`src/rtl/router_fsm.sv`:
```
// router_fsm: write-side sequencer for the 1x3 router.
// Decodes the header address and picks the destination FIFO. It drives the
// header/payload/parity load strobes and stalls the source while that FIFO is full.
// Output flops are loaded from the decode of the next state. They therefore
// change on the same clock as the state register, with no added latency.
module router_fsm #(
    parameter int DATA_WIDTH = 8
) (
    input  logic                  clock,
    input  logic                  reset,
    input  logic                  pkt_valid,
    input  logic [DATA_WIDTH-1:0] data_in,
    input  logic                  fifo_full_0,
    input  logic                  fifo_full_1,
    input  logic                  fifo_full_2,
    input  logic                  fifo_empty_0,
    input  logic                  fifo_empty_1,
    input  logic                  fifo_empty_2,
    input  logic                  soft_reset_0,
    input  logic                  soft_reset_1,
    input  logic                  soft_reset_2,
    input  logic                  parity_done,
    input  logic                  low_pkt_valid,
    output logic [2:0]            fifo_sel,
    output logic                  write_enb_reg,
    output logic                  detect_add,
    output logic                  lfd_state,
    output logic                  ld_state,
    output logic                  laf_state,
    output logic                  full_state,
    output logic                  rst_int_reg,
    output logic                  busy
);

    typedef enum logic [2:0] {
        DECODE_ADDRESS     = 3'd0,
        WAIT_TILL_EMPTY    = 3'd1,
        LOAD_FIRST_DATA    = 3'd2,
        LOAD_DATA          = 3'd3,
        FIFO_FULL_STATE    = 3'd4,
        LOAD_AFTER_FULL    = 3'd5,
        LOAD_PARITY        = 3'd6,
        CHECK_PARITY_ERROR = 3'd7
    } state_t;

    // Address 3 is not a port. The spare top entry of each status vector is
    // tied low, so indexing with any 2-bit value stays in range.
    function automatic logic [2:0] onehot3(input logic [1:0] a);
        logic [2:0] r;
        case (a)
            2'd0:    r = 3'b001;
            2'd1:    r = 3'b010;
            2'd2:    r = 3'b100;
            default: r = 3'b000;
        endcase
        return r;
    endfunction

    state_t     state_q, state_d;
    logic [1:0] addr_q, addr_d;
    logic [2:0] fifo_sel_q, fifo_sel_d;
    logic       write_enb_q, write_enb_d;
    logic       detect_add_q, detect_add_d;
    logic       lfd_q, lfd_d;
    logic       ld_q, ld_d;
    logic       laf_q, laf_d;
    logic       full_state_q, full_state_d;
    logic       rst_int_q, rst_int_d;
    logic       busy_q, busy_d;

    logic [3:0] full_v_s, empty_v_s, srst_v_s;
    logic [1:0] live_addr_s, look_addr_s;
    logic       live_ok_s, soft_hit_s, cur_full_s, cur_empty_s;
    logic       unused_data_s;

    assign unused_data_s = ^data_in[DATA_WIDTH-1:2];

    // Collect per-FIFO status and select the entry for the current address.
    always_comb begin
        full_v_s    = {1'b0, fifo_full_2, fifo_full_1, fifo_full_0};
        empty_v_s   = {1'b0, fifo_empty_2, fifo_empty_1, fifo_empty_0};
        srst_v_s    = {1'b0, soft_reset_2, soft_reset_1, soft_reset_0};
        live_addr_s = data_in[1:0];
        live_ok_s   = (live_addr_s != 2'b11);
        if (state_q == DECODE_ADDRESS) begin
            look_addr_s = live_addr_s;
        end else begin
            look_addr_s = addr_q;
        end
        soft_hit_s  = srst_v_s[look_addr_s];
        cur_full_s  = full_v_s[look_addr_s];
        cur_empty_s = empty_v_s[look_addr_s];
    end

    // Next-state and address-latch logic; a read-side soft reset overrides all.
    always_comb begin
        state_d    = state_q;
        addr_d     = addr_q;
        fifo_sel_d = fifo_sel_q;
        if ((state_q == DECODE_ADDRESS) && pkt_valid && live_ok_s) begin
            addr_d     = live_addr_s;
            fifo_sel_d = onehot3(live_addr_s);
        end else begin
            addr_d     = addr_q;
            fifo_sel_d = fifo_sel_q;
        end
        if (soft_hit_s) begin
            state_d = DECODE_ADDRESS;
        end else begin
            case (state_q)
                DECODE_ADDRESS: begin
                    if (pkt_valid && live_ok_s && cur_empty_s) begin
                        state_d = LOAD_FIRST_DATA;
                    end else if (pkt_valid && live_ok_s) begin
                        state_d = WAIT_TILL_EMPTY;
                    end else begin
                        state_d = DECODE_ADDRESS;
                    end
                end
                WAIT_TILL_EMPTY: begin
                    if (cur_empty_s) begin
                        state_d = LOAD_FIRST_DATA;
                    end else begin
                        state_d = WAIT_TILL_EMPTY;
                    end
                end
                LOAD_FIRST_DATA: state_d = LOAD_DATA;
                LOAD_DATA: begin
                    // A full FIFO takes priority over end-of-packet; parity follows LAF.
                    if (cur_full_s) begin
                        state_d = FIFO_FULL_STATE;
                    end else if (!pkt_valid) begin
                        state_d = LOAD_PARITY;
                    end else begin
                        state_d = LOAD_DATA;
                    end
                end
                FIFO_FULL_STATE: begin
                    if (!cur_full_s) begin
                        state_d = LOAD_AFTER_FULL;
                    end else begin
                        state_d = FIFO_FULL_STATE;
                    end
                end
                LOAD_AFTER_FULL: begin
                    if (parity_done) begin
                        state_d = DECODE_ADDRESS;
                    end else if (low_pkt_valid) begin
                        state_d = LOAD_PARITY;
                    end else begin
                        state_d = LOAD_DATA;
                    end
                end
                LOAD_PARITY: state_d = CHECK_PARITY_ERROR;
                CHECK_PARITY_ERROR: begin
                    if (cur_full_s) begin
                        state_d = FIFO_FULL_STATE;
                    end else begin
                        state_d = DECODE_ADDRESS;
                    end
                end
                default: state_d = DECODE_ADDRESS;
            endcase
        end
    end

    // Moore decode of the upcoming state into the registered control outputs.
    always_comb begin
        detect_add_d = 1'b0;
        lfd_d        = 1'b0;
        ld_d         = 1'b0;
        laf_d        = 1'b0;
        full_state_d = 1'b0;
        rst_int_d    = 1'b0;
        busy_d       = 1'b1;
        write_enb_d  = 1'b0;
        case (state_d)
            DECODE_ADDRESS: begin
                detect_add_d = 1'b1;
                busy_d       = 1'b0;
            end
            WAIT_TILL_EMPTY: busy_d = 1'b1;
            LOAD_FIRST_DATA: lfd_d = 1'b1;
            LOAD_DATA: begin
                ld_d        = 1'b1;
                busy_d      = 1'b0;
                write_enb_d = 1'b1;
            end
            FIFO_FULL_STATE: full_state_d = 1'b1;
            LOAD_AFTER_FULL: begin
                laf_d       = 1'b1;
                write_enb_d = 1'b1;
            end
            LOAD_PARITY: write_enb_d = 1'b1;
            CHECK_PARITY_ERROR: rst_int_d = 1'b1;
            default: begin
                detect_add_d = 1'b1;
                busy_d       = 1'b0;
            end
        endcase
    end

    // State, latched address and registered outputs; async reset aborts any packet.
    always_ff @(posedge clock or posedge reset) begin
        if (reset) begin
            state_q      <= DECODE_ADDRESS;
            addr_q       <= 2'b00;
            fifo_sel_q   <= 3'b000;
            detect_add_q <= 1'b1;
            lfd_q        <= 1'b0;
            ld_q         <= 1'b0;
            laf_q        <= 1'b0;
            full_state_q <= 1'b0;
            rst_int_q    <= 1'b0;
            busy_q       <= 1'b0;
            write_enb_q  <= 1'b0;
        end else begin
            state_q      <= state_d;
            addr_q       <= addr_d;
            fifo_sel_q   <= fifo_sel_d;
            detect_add_q <= detect_add_d;
            lfd_q        <= lfd_d;
            ld_q         <= ld_d;
            laf_q        <= laf_d;
            full_state_q <= full_state_d;
            rst_int_q    <= rst_int_d;
            busy_q       <= busy_d;
            write_enb_q  <= write_enb_d;
        end
    end

    assign fifo_sel      = fifo_sel_q;
    assign write_enb_reg = write_enb_q;
    assign detect_add    = detect_add_q;
    assign lfd_state     = lfd_q;
    assign ld_state      = ld_q;
    assign laf_state     = laf_q;
    assign full_state    = full_state_q;
    assign rst_int_reg   = rst_int_q;
    assign busy          = busy_q;

endmodule

```
`config.mk`:
```
export PLATFORM = sky130hd
export DESIGN_NAME = router_fsm
export DESIGN_NICKNAME = d
export VERILOG_FILES = /design/src/rtl/router_fsm.sv
export SDC_FILE = /design/constraint.sdc
export NUM_CORES = 1
export LEC_CHECK = 0
export ABC_AREA = 1
export ABC_CLOCK_PERIOD_IN_PS = 3600
export BUFFER_PORTS_ARGS = -buffer_cell sky130_fd_sc_hd__buf_2
export CAP_MARGIN = 10
export CORE_AREA = 4 4 59 47
export CTS_BUF_LIST = sky130_fd_sc_hd__clkbuf_4 sky130_fd_sc_hd__clkbuf_8
export DETAILED_ROUTE_END_ITERATION = 8
export DIE_AREA = 0 0 63 51
export GPL_TIMING_DRIVEN = 0
export PLACE_DENSITY = 0.68
export RECOVER_POWER = 25
export SLEW_MARGIN = 20
export SYNTH_ARGS = -nofsm -noshare
export SYNTH_HDL_FRONTEND = slang
export SYNTH_SLANG_ARGS = --single-unit
```
`constraint.sdc`:
```
create_clock -name clock -period 3.6 [get_ports clock]
set_input_delay 0.18 -clock clock [delete_from_list [all_inputs] [get_ports clock]]
set_output_delay 0.18 -clock clock [all_outputs]
set_load 0.05 [all_outputs]
```
=== After elaboration in Yosys (flattened, before gate mapping) ===
Cells that the tools add are included.

* Flip-flop bits (word level): 16
* Bits of input ports: 22
* Output and inout bits: 11
* Logic and storage cells: 64

* Order comparisons: 1
* Equality and inequality tests: 16
* Mux-type cells: 27
* Reduce and logical (&&, ||, !) cells: 9

{| class="wikitable"
|+ Operator list
! kind !! count
|-
| 3-bit equality test (second input constant) || 8
|-
| 3-bit case mux with 8 select lines || 1
|-
| 3-bit 2-to-1 mux || 6
|-
| 1-bit 2-to-1 mux || 13
|-
| 3-bit by 2-bit equality test with 1-bit output (second input constant) || 4
|-
| 3-bit case mux with 3 select lines || 1
|-
| 1-bit binary-select mux with 2-bit select || 3
|-
| 3-bit zero test || 2
|-
| 2-bit 2-to-1 mux || 3
|-
| 1-bit logical AND || 4
|-
| 3-bit by 1-bit equality test with 1-bit output (second input constant) || 1
|-
| 2-bit by 3-bit less-than comparator with 1-bit output (second input constant) || 1
|-
| 3-bit OR reduction || 1
|-
| 2-bit by 1-bit equality test with 1-bit output (second input constant) || 1
|-
| 2-bit equality test (second input constant) || 1
|-
| 2-bit zero test || 1
|-
| 2-bit != test (second input constant) || 1
|-
| 2-bit OR reduction || 1
|}

=== Longest topological paths before layout ===
Gate-level depths: netlist of run 1.

* Word-level depth: 11
* Depth in mapped cells: 15
* Gate-level depth less buffers: 15

=== Worst setup path after synthesis of run 1 ===
No wires, ideal clock.

* Kind: reg-to-reg
* From: register state_q[0]
* To: register busy_q (netlist: busy)
* Library setup time: 113 ps
* Data arrival time: 1520 ps
* Data required time: 3487 ps
* Setup slack: 1967 ps
* Stages on the path, launching flop included: 13
* Path buffers: 0
* Period minus slack after synthesis: 1633 ps
* Cells stage by stage: dfrtp_1 nor2_4 nand3_2 nand2_2 nand2_1 nand3_2 o21ai_4 nor2_2 nand2_1 nand2_2 nand3_2 nand2_1 inv_1

* Cells in the longest elaborated chain, start to end: 11
* Elaborated cells between the ends (all ways): 27
* Those cells by class: eq/ne (8); mux (15); reduce/logical (4)

{| class="wikitable"
|+ Ends and longest elaborated chain
! item !! RTL line !! source
|-
| start: declaration || 59 || <nowiki>state_t state_q, state_d;</nowiki>
|-
| start signal: assignment || 218 || <nowiki>state_q <= state_d;</nowiki>
|-
| 3-bit zero test || 85, 110 ||
|-
| 2-bit 2-to-1 mux || 85 || <nowiki>if (state_q == DECODE_ADDRESS) begin</nowiki>
|-
| 1-bit binary-select mux with 2-bit select || 92 || <nowiki>cur_empty_s = empty_v_s[look_addr_s];</nowiki>
|-
| 1-bit 2-to-1 mux (implied by the code) || 92 ||
|-
| 1-bit logical AND || 112 || <nowiki>if (pkt_valid && live_ok_s && cur_empty_s) begin</nowiki>
|-
| 2-bit 2-to-1 mux || 112 ||
|-
| 3-bit case mux with 8 select lines || 110 || <nowiki>case (state_q)</nowiki>
|-
| 3-bit 2-to-1 mux (*) || 107 || <nowiki>if (soft_hit_s) begin</nowiki>
|-
| via state_d[0] || 59 ||
|-
| 3-bit by 2-bit equality test with 1-bit output / 3-bit zero test (equally long branches) || 177 || <nowiki>case (state_d)</nowiki>
|-
| 2-bit OR reduction (no line) (*) || - ||
|-
| 1-bit 2-to-1 mux (*) || 177 ||
|-
| via busy_d || 69 || <nowiki>logic busy_q, busy_d;</nowiki>
|-
| end signal: assignment || 227 || <nowiki>busy_q <= busy_d;</nowiki>
|-
| end: declaration || 69 ||
|}

Mark *: on every way through the listed nets, which the timed path passes. The rest lies on a longest branch. The select of a mux whose other input is x is not followed.
A chain may end at the register's enable or synchronous reset.

=== Final worst setup path of run 1 ===
Same ends and word-level chain as after synthesis.

==> impl_results.md, run 1 <==
- Number of global-route vias before repair: 845
- Clock Pin Slew Worst Setup and Hold Paths: 0.08 ns
- Nets: 176
- Synthesized netlist cell count: 122
- Required @ worst endpoint: 3.79 ns
- Antenna cells: 0
- Post-CTS Repair Setup Buffers: 0
- TritonCTS clock tree: built
- Num CTS Buffers: 3
- Worst relative slew slack: 0.608
- Post-Synthesis Cell Area: 950 sq um
- Final Hold Fails: 0
- R2R cell count: 12
- Largest net degree at the start of global routing: 17
- Drt pass-1 iters: 4
- H-tree level count: 1
- Wire per inst: 11.2 um
- Fin Clk Skew: 0.000735 ns
- First-pass GRT wire length: 3560 um
- Number of synthesis warnings: 0
- Peak supply drop: 0.439 mV
- Hold Path Class: in -> reg
- RSZ-0062 raised after global routing: false
- Vias per inst: 4.96
- Die width: 63 um
- Syn avg cell area: 7.78 sq um
- Top cell type's share of synthesized area: 0.395
- Post-route ant nets: 0
- WHS: 0.170 ns
- Clk network pwr share: 0.096
- Share of cells above drive strength 1: 0.359
- Post-Syn Nets: 144
- Crit end category: register
- Starting density of the core: 0.425
- Final WL: 2000 um
- Logic pwr share: 0.640
- Period utilization: 0.518
- Worst Setup Start Kind: register
- Kind of critical path: reg -> reg
- Iteration-0 DRC Markers: 18
- # port buffers: 26
- Internal power component: 487 uW
- # clock sinks: 16
- Setup TNS: 0 ns
- P_sw: 586 uW
- Vias: 882
- Die area: 3210 sq um
- Clk_lat worst skew: 0.28 ns
- Synth area leaders: dfrtp_1 40%, nand2_1 10%, inv_1 9.1%
- DP HPWL: 1670 um
- Hold Path Depth: 3
- Yosys reg bits: 16
- Setup Slack @ Placement: 1.75 ns
- CTS Buffer Depth: 2
- Register area share after synthesis: 0.423
- I/O pins: 33
- Critical path peak fanout: 5
- Minimum clock period: 1.87 ns
- Cell taking the most area after synthesis: dfrtp_1
- Most frequent cells in the layout: 26 x nand2_1, 26 x buf_2, 23 x inv_1
- Resized Gates After CTS: 0
- P&R area growth vs syn: 21.2%
- Residual DRC: 0
- Chip height: 51 um
- Static leakage: 0.000674 uW
- GRT Residual Overflow: 0
- Transition time at the pin with the least slew margin: 0.588 ns
- Outcome: finished clean
- Root Driver: clkbuf_4
- Maxcap violations: 0
- Sequential share of power: 0.264
- Post-synth cell types: 23
- RD Place Congestion: 0.776
- Pwr Density: 932 nW/um^2
- Core area: 2230 sq um
- Pins Over Slew Limit: 0
- Initial antenna violation count: 0
- Final setup margin: 1.73 ns
- FP Rows: 15
- Endpoints failing setup: 0
- Total Routing Usage GR: 0.140
- Sw Share: 0.546
- F_max: 536 MHz
- Fill cells: 225
- Critical path arrival: 2.05 ns
-- layout make-up --
cell class	count	area (sq um)	share of cell area
Timing Repair Buffer	27	140	0.122
Sequential cell	16	402	0.349
Inverter	27	101	0.0880
Clock buffer	4	30.0	0.0261
Multi-Input combinational cell	79	447	0.388
Tap cell	25	31.3	0.0272
-- synth_stat cells (all sizes together) --
library cell  count
a21oi             2
a22o              1
a22oi             1
dfrtp            15
dfstp             1
inv              27
nand2            31
nand3            21
nand4             1
nor2              9
nor3              7
nor4              1
o21ai             5
-- path summary, 6_finish.rpt --
kind	to	slack (ns)	startpoint
setup / recovery	busy$_DFF_PP0_	1.73	state_q[0]$_DFF_PP0_
hold / removal	fifo_sel[1]$_DFFE_PP0P_	0.17	data_in[0]
setup reg to reg	busy$_DFF_PP0_	1.73	state_q[0]$_DFF_PP0_
hold reg to reg	fifo_sel[2]$_DFFE_PP0P_	0.48	fifo_sel[2]$_DFFE_PP0P_
max in group asynchronous	rst_int_reg$_DFF_PP0_	2.72	reset
min in group asynchronous	fifo_sel[2]$_DFFE_PP0P_	0.49	reset
-- layer usage --
metal / vias to the layer above / global-route usage / part of all wire
met1: 412 / 0.171 / 0.46
met3: 0 / 0.0549 / 0.073
met5: - / 0 / 0
li1: 448 / - / -
met2: 22 / 0.240 / 0.46
met4: 0 / 0.0220 / 0
-- kinds of logic after synthesis --
family                 Yosys count  share of synthesized area
and+or+nand+nor                 70                      0.393
buffers and inverters           27                      0.107
DFF                             16                      0.423
AOI/OAI and AO/OA                9                     0.0777
-- metrics by stage --
stage / util / area, sq um / instances / total power (uW)
after detailed placement: 0.497 / 1110 / 173 / 974
after floorplan: - / 950 / 122 / 842
after global placement: 0.497 / 1110 / 173 / 958
final: 0.515 / 1150 / 178 / 1070
after CTS: 0.515 / 1150 / 178 / 1080
after global routing: 0.515 / 1150 / 178 / 1180
-- power by group through the flow --
stage	combinational (uW)	sequential, uW	clock [uW]
detailed placement	686	287	0
global placement	673	286	0
floorplan	410	432	0
global route	766	293	118
finish	687	283	103
CTS	689	284	108
-- worst max-delay path, stage by stage (launching register included) --
cell and delay [ns]:
dfrtp_1 0.45, nor2_4 0.21, nand3_2 0.11, nand2_2 0.13, nand2_1 0.07, nand3_2 0.10
o21ai_4 0.09, nor2_2 0.17, nand2_1 0.09, nand2_2 0.11, nand3_2 0.10, nand2_1 0.08
inv_1 0.04
-- timing repair --
item / in CTS / in global routing
hold buffers: 1 / 0
endpoints found under the hold margin: 15 / 0
endpoints found under the setup margin: 0 / 0
No activity file was read; power rests on OpenSTA's default activity.
==> inputs of run 2 (changes only) <==
--- a/config.mk
+++ b/config.mk
@@ -6,7 +6,7 @@
 export NUM_CORES = 1
 export LEC_CHECK = 0
 export ABC_AREA = 1
-export ABC_CLOCK_PERIOD_IN_PS = 3600
+export ABC_CLOCK_PERIOD_IN_PS = 1800
 export BUFFER_PORTS_ARGS = -buffer_cell sky130_fd_sc_hd__buf_2
 export CAP_MARGIN = 10
 export CORE_AREA = 4 4 59 47
==> constraint.sdc (replaced) <==
create_clock -name clock -period 1.8 [get_ports clock]
set_input_delay 0.09 -clock clock [delete_from_list [all_inputs] [get_ports clock]]
set_output_delay 0.09 -clock clock [all_outputs]
set_load 0.05 [all_outputs]
==> impl_results.md, run 2 (synthesis results as in run 1) <==
- Die area: 3210 sq um
- Fin Clk Skew: 0.00201 ns
- Final Hold Fails: 0
- Kind of critical path: reg -> reg
- FP Rows: 15
- Failing checks: negative setup slack
- Worst Setup Start Kind: register
- TritonCTS clock tree: built
- Met3 usage: 0.0549
- Nets: 184
- F_max: 532 MHz
- Vias: 915
- Final WL: 2180 um
- # port buffers: 26
- RSZ-0062 raised after global routing: true
- Setup crit start: state_q[0]$_DFF_PP0_
- Register area: 404 sq um
- RD Place Congestion: 0.776
- Crit path capture: busy$_DFF_PP0_
- Critical path peak fanout: 5
- Fill cells: 197
- Crit path max-delay family: simple AND/OR/NAND/NOR gates
- Wire per inst: 11.7 um
- Critical path arrival: 2.06 ns
- Largest net degree at the start of global routing: 17
- Critical-path top delay cell: dfrtp_2
- Share of cells above drive strength 1: 0.472
- Worst relative slew slack: 0.607
- Residual DRC: 0
- Chip height: 51 um
- Stages on the worst setup path: 12
- Hold Path Class: in -> reg
- Minimum clock period: 1.88 ns
- Initial antenna violation count: 0
- Met1 Track Usage GR: 0.175
- I/O pins: 33
- # clock sinks: 16
- Crit path buf inv count: 1
- Met2 usage: 0.249
- Area of the multi-input gates: 541 sq um
- P&R area growth vs syn: 37.7%
- Maxcap violations: 0
- Final setup margin: -0.0787 ns
- Pwr Density: 1930 nW/um^2
- Period utilization: 1.04
- Die width: 63 um
- Crit path cell chain: nor2_4 -> nand3_2 -> nand2_4 -> nand2_1 -> nand3_2 -> o21ai_4 -> nor2_4 -> nand2_1 -> nand2_4 -> nand3_4 -> nand2_2 -> inv_1
- Starting density of the core: 0.425
- Core area: 2230 sq um
- GRT Residual Overflow: 0
- Leading cell type in the layout, fill and taps excluded: buf_2
- Clk_lat worst skew: 0.28 ns
- Transition time at the pin with the least slew margin: 0.589 ns
- DP HPWL: 1670 um
- R2R Path Start: state_q[0]$_DFF_PP0_
- Setup TNS: -0.210 ns
- Outcome: finished with violations
- Number of global-route vias before repair: 859
- Total Routing Usage GR: 0.144
- Iteration-0 DRC Markers: 20
- Vias per inst: 4.92
- Antenna cells: 0
- Drt pass-1 iters: 4
- Num CTS Buffers: 3
- FF-to-FF setup slack: -0.08 ns
- Critical R2R Capture: busy$_DFF_PP0_
- GR peak layer: met2
- Static leakage: 0.000734 uW
- Pins Over Slew Limit: 0
- H-tree level count: 1
- Required @ worst endpoint: 1.98 ns
- Most frequent cells in the layout: 26 x buf_2, 23 x inv_1, 18 x nand2_1
- CTS Buffer Depth: 2
- First-pass GRT wire length: 3660 um
- Root Driver: clkbuf_4
- Endpoints failing setup: 5
- CP max stage delay: 0.45 ns
- R2R cell count: 12
- Peak supply drop: 1.01 mV
- Tot Pwr: 2520 uW
- Clock Pin Slew Worst Setup and Hold Paths: 0.09 ns
- Crit end category: register
- Post-route ant nets: 0
[run 2: changes by cell type in the layout (fill, tap and decap cells not counted), sizes merged]
cell  previous run  this run
buf             26        34
[run 2: repair_timing]
item                       CTS  global route
setup endpoints to repair    3             8
pin swaps                    2            12
hold buffers                 1             0
resized for setup            7            16
setup buffers                2             6
hold endpoints to repair    15             0
[run 2: per-stage QoR]
| step | cell area [sq um] | util | cells | setup slack, ns | hold WS (ns) |
|---|---|---|---|---|---|
| finish | 1310 | 0.585 | 186 | -0.0787 | 0.0753 |
| floorplan | 950 | - | 122 | 0.167 | 0.00302 |
| CTS | 1190 | 0.534 | 180 | -0.0124 | 0.0715 |
| global route | 1310 | 0.585 | 186 | -0.182 | 0.0766 |
| global placement | 1110 | 0.497 | 173 | -0.00477 | 0.163 |
| detailed placement | 1110 | 0.497 | 173 | -0.0463 | 0.187 |
[run 2: worst min path at each step]
stage	start	end	slack (ns)	cells after the start
4_1_cts	data_in[0]	fifo_sel[1]$_DFFE_PP0P_	0.07	3
5_1_grt	data_in[0]	fifo_sel[1]$_DFFE_PP0P_	0.08	3
3_5_place_dp	reset	fifo_sel[1]$_DFFE_PP0P_	0.19	2
6_report	data_in[0]	fifo_sel[1]$_DFFE_PP0P_	0.08	3
3_3_place_gp	reset	fifo_sel[1]$_DFFE_PP0P_	0.16	2
2_1_floorplan	reset	addr_q[0]$_DFFE_PP0P_	0.003	1
[run 2: power by group]
group	internal, uW	switching (uW)	total, uW
combinational	563	1180	1740
sequential	502	65.0	567
clock	101	106	207
total	1170	1350	2520
[run 2: worst register-to-register path, delay by kind of cell, from the launching register on]
family / cells / cell delay [ns]
flip-flops: 1 / 0.45
AO/OA/AOI/OAI: 1 / 0.09
buffers and inverters: 1 / 0.03
AND/OR/NAND/NOR: 10 / 1.22
[run 2: cell type report]
class                           count  area share
Sequential cell                    16       0.309
Inverter                           27      0.0775
Clock buffer                        4      0.0230
Timing Repair Buffer               35       0.153
Tap cell                           25      0.0239
Multi-Input combinational cell     79       0.413
[run 2: layer usage]
metal,routed length (um),up-vias
li1,-,464
met1,950,422
met2,1070,29
met3,168,0
met4,0,0
met5,0,-
==> inputs of run 3 (changes only) <==
--- a/config.mk
+++ b/config.mk
@@ -9,13 +9,16 @@
 export ABC_CLOCK_PERIOD_IN_PS = 1800
 export BUFFER_PORTS_ARGS = -buffer_cell sky130_fd_sc_hd__buf_2
 export CAP_MARGIN = 10
-export CORE_AREA = 4 4 59 47
+export CELL_PAD_IN_SITES_DETAIL_PLACEMENT = 0
+export CELL_PAD_IN_SITES_GLOBAL_PLACEMENT = 1
+export CORE_AREA = 4 4 65 52
 export CTS_BUF_LIST = sky130_fd_sc_hd__clkbuf_4 sky130_fd_sc_hd__clkbuf_8
 export DETAILED_ROUTE_END_ITERATION = 8
-export DIE_AREA = 0 0 63 51
+export DIE_AREA = 0 0 69 56
 export GPL_TIMING_DRIVEN = 0
-export PLACE_DENSITY = 0.68
+export PLACE_DENSITY = 0.75
 export RECOVER_POWER = 25
+export SETUP_SLACK_MARGIN = 0.4
 export SLEW_MARGIN = 20
 export SYNTH_ARGS = -nofsm -noshare
 export SYNTH_HDL_FRONTEND = slang
==> impl_results.md, run 3 (synthesis results as in run 1) <==
- Sw Share: 0.527
- Core area: 2810 sq um
- Endpoints failing setup: 3
- Post-route ant nets: 0
- CTS Buffer Depth: 2
- Critical path arrival: 2.01 ns
- Die width: 69 um
- Vias: 942
- Pins Over Slew Limit: 0
- Transition time at the pin with the least slew margin: 0.590 ns
- Outcome: finished with violations
- Total Routing Usage GR: 0.123
- Maxcap violations: 0
- Met1 Track Usage GR: 0.169
- Leading cell type in the layout, fill and taps excluded: inv_1
- Setup Slack @ Placement: -0.116 ns
- P&R area growth vs syn: 48.0%
- Worst Setup Start Kind: register
- Final Hold Fails: 0
- RD Place Congestion: 0.827
- # clock sinks: 16
- Final setup margin: -0.0645 ns
- Clk network pwr share: 0.104
- H-tree level count: 1
- FF-to-FF setup slack: -0.06 ns
- Met2 usage: 0.196
- RSZ-0062 raised after global routing: true
- Iteration-0 DRC Markers: 24
- Tot Pwr: 2790 uW
- F_max: 536 MHz
- Die area: 3860 sq um
- Critical path peak fanout: 7
- Pwr Density: 1990 nW/um^2
- Wire per inst: 12.1 um
- Static leakage: 0.000743 uW
- Final WL: 2440 um
- Root Driver: clkbuf_8
- Share of cells above drive strength 1: 0.491
- Period utilization: 1.04
- DP HPWL: 1760 um
- Nets: 186
- Antenna cells: 0
- Clk_lat worst skew: 0.25 ns
- Fill cells: 301
- Worst relative slew slack: 0.606
- First-pass GRT wire length: 3940 um
- Sequential share of power: 0.205
- GR peak layer: met2
- Required @ worst endpoint: 1.94 ns
- Starting density of the core: 0.338
- Largest net degree at the start of global routing: 17
- Drt pass-1 iters: 4
- Crit end category: register
- WHS: 0.116 ns
- Vias per inst: 4.69
- Most frequent cells in the layout: 21 x inv_1, 19 x buf_2, 17 x nand2_1
- Met3 usage: 0.0343
- Fin Clk Skew: 0.00112 ns
- Hold Path Class: in -> reg
- Number of global-route vias before repair: 907
- Failing checks: negative setup slack
- TritonCTS clock tree: built
- Minimum clock period: 1.86 ns
- Clock Pin Slew Worst Setup and Hold Paths: 0.06 ns
- Num CTS Buffers: 3
- P_sw: 1470 uW
- GRT Residual Overflow: 0
- Initial antenna violation count: 0
- Peak supply drop: 0.916 mV
- Logic pwr share: 0.691
- Chip height: 56 um
- Residual DRC: 0
- I/O pins: 33
- Kind of critical path: reg -> reg
- Internal power component: 1320 uW
- # port buffers: 26
- FP Rows: 17
run 3: cell count changes in the layout (fill, tap and decap cells not counted), sizes merged:
| cell | previous run | this run |
|---|---|---|
| clkbuf | 4 | 11 |
| buf | 34 | 29 |
run 3: worst paths after layout:
kind,from,to,cells past startpoint
setup / recovery,state_q[1]$_DFF_PP0_,busy$_DFF_PP0_,10
hold / removal,data_in[0],fifo_sel[1]$_DFFE_PP0P_,3
hold reg to reg,fifo_sel[1]$_DFFE_PP0P_,fifo_sel[1]$_DFFE_PP0P_,2
setup reg to reg,state_q[1]$_DFF_PP0_,busy$_DFF_PP0_,10
max in group asynchronous,reset,state_q[0]$_DFF_PP0_,3
min in group asynchronous,reset,fifo_sel[1]$_DFFE_PP0P_,3
run 3: area by class of cell:
cell class | instances | area (sq um) | area share
timing repair buffer | 37 | 206 | 0.147
tap | 38 | 47.5 | 0.0338
multi-input combinational | 79 | 597 | 0.425
clock buffer | 4 | 48.8 | 0.0347
sequential | 16 | 404 | 0.288
inverter | 27 | 101 | 0.0721
run 3: repair_timing:
| action | 4_1_cts | 5_1_grt |
|---|---|---|
| setup endpoints to repair | 11 | 15 |
| pin swaps | 6 | 8 |
| gates resized for setup | 8 | 25 |
| hold buffers | 1 | 0 |
| setup buffers | 4 | 6 |
| endpoints found under the hold margin | 15 | 0 |
run 3: critical path, stage by stage (launching register included):
cell and delay, ns:
dfrtp_2 0.43, nor2_4 0.20, nand2_4 0.14, o21ai_4 0.22, nand3_4 0.13, nand4_1 0.10
nand3_2 0.12, a21oi_4 0.21, nand3_2 0.09, nand2_1 0.07, inv_1 0.04
run 3: metrics by stage:
stage               cells  area, sq um  utilization  setup TNS [ns]
global placement      186         1140        0.406         -0.0719
floorplan             122          962            -               0
detailed placement    186         1140        0.406          -0.273
CTS                   195         1270        0.452         -0.0202
finish                201         1410        0.500          -0.144
global route          201         1410        0.500          -0.960
run 3: routing by layer:
| layer | part of all wire | vias up |
|---|---|---|
| li1 | - | 467 |
| met3 | 0.035 | 2 |
| met1 | 0.46 | 454 |
| met5 | 0 | - |
| met2 | 0.51 | 19 |
| met4 | 0.0041 | 0 |
run 3: power groups by stage:
stage | combinational (uW) | clock [uW] | sequential [uW]
after floorplan | 854 | 0 | 865
final | 1930 | 289 | 573
after global routing | 2090 | 317 | 585
after global placement | 1400 | 0 | 574
after CTS | 1590 | 300 | 570
after detailed placement | 1420 | 0 | 578
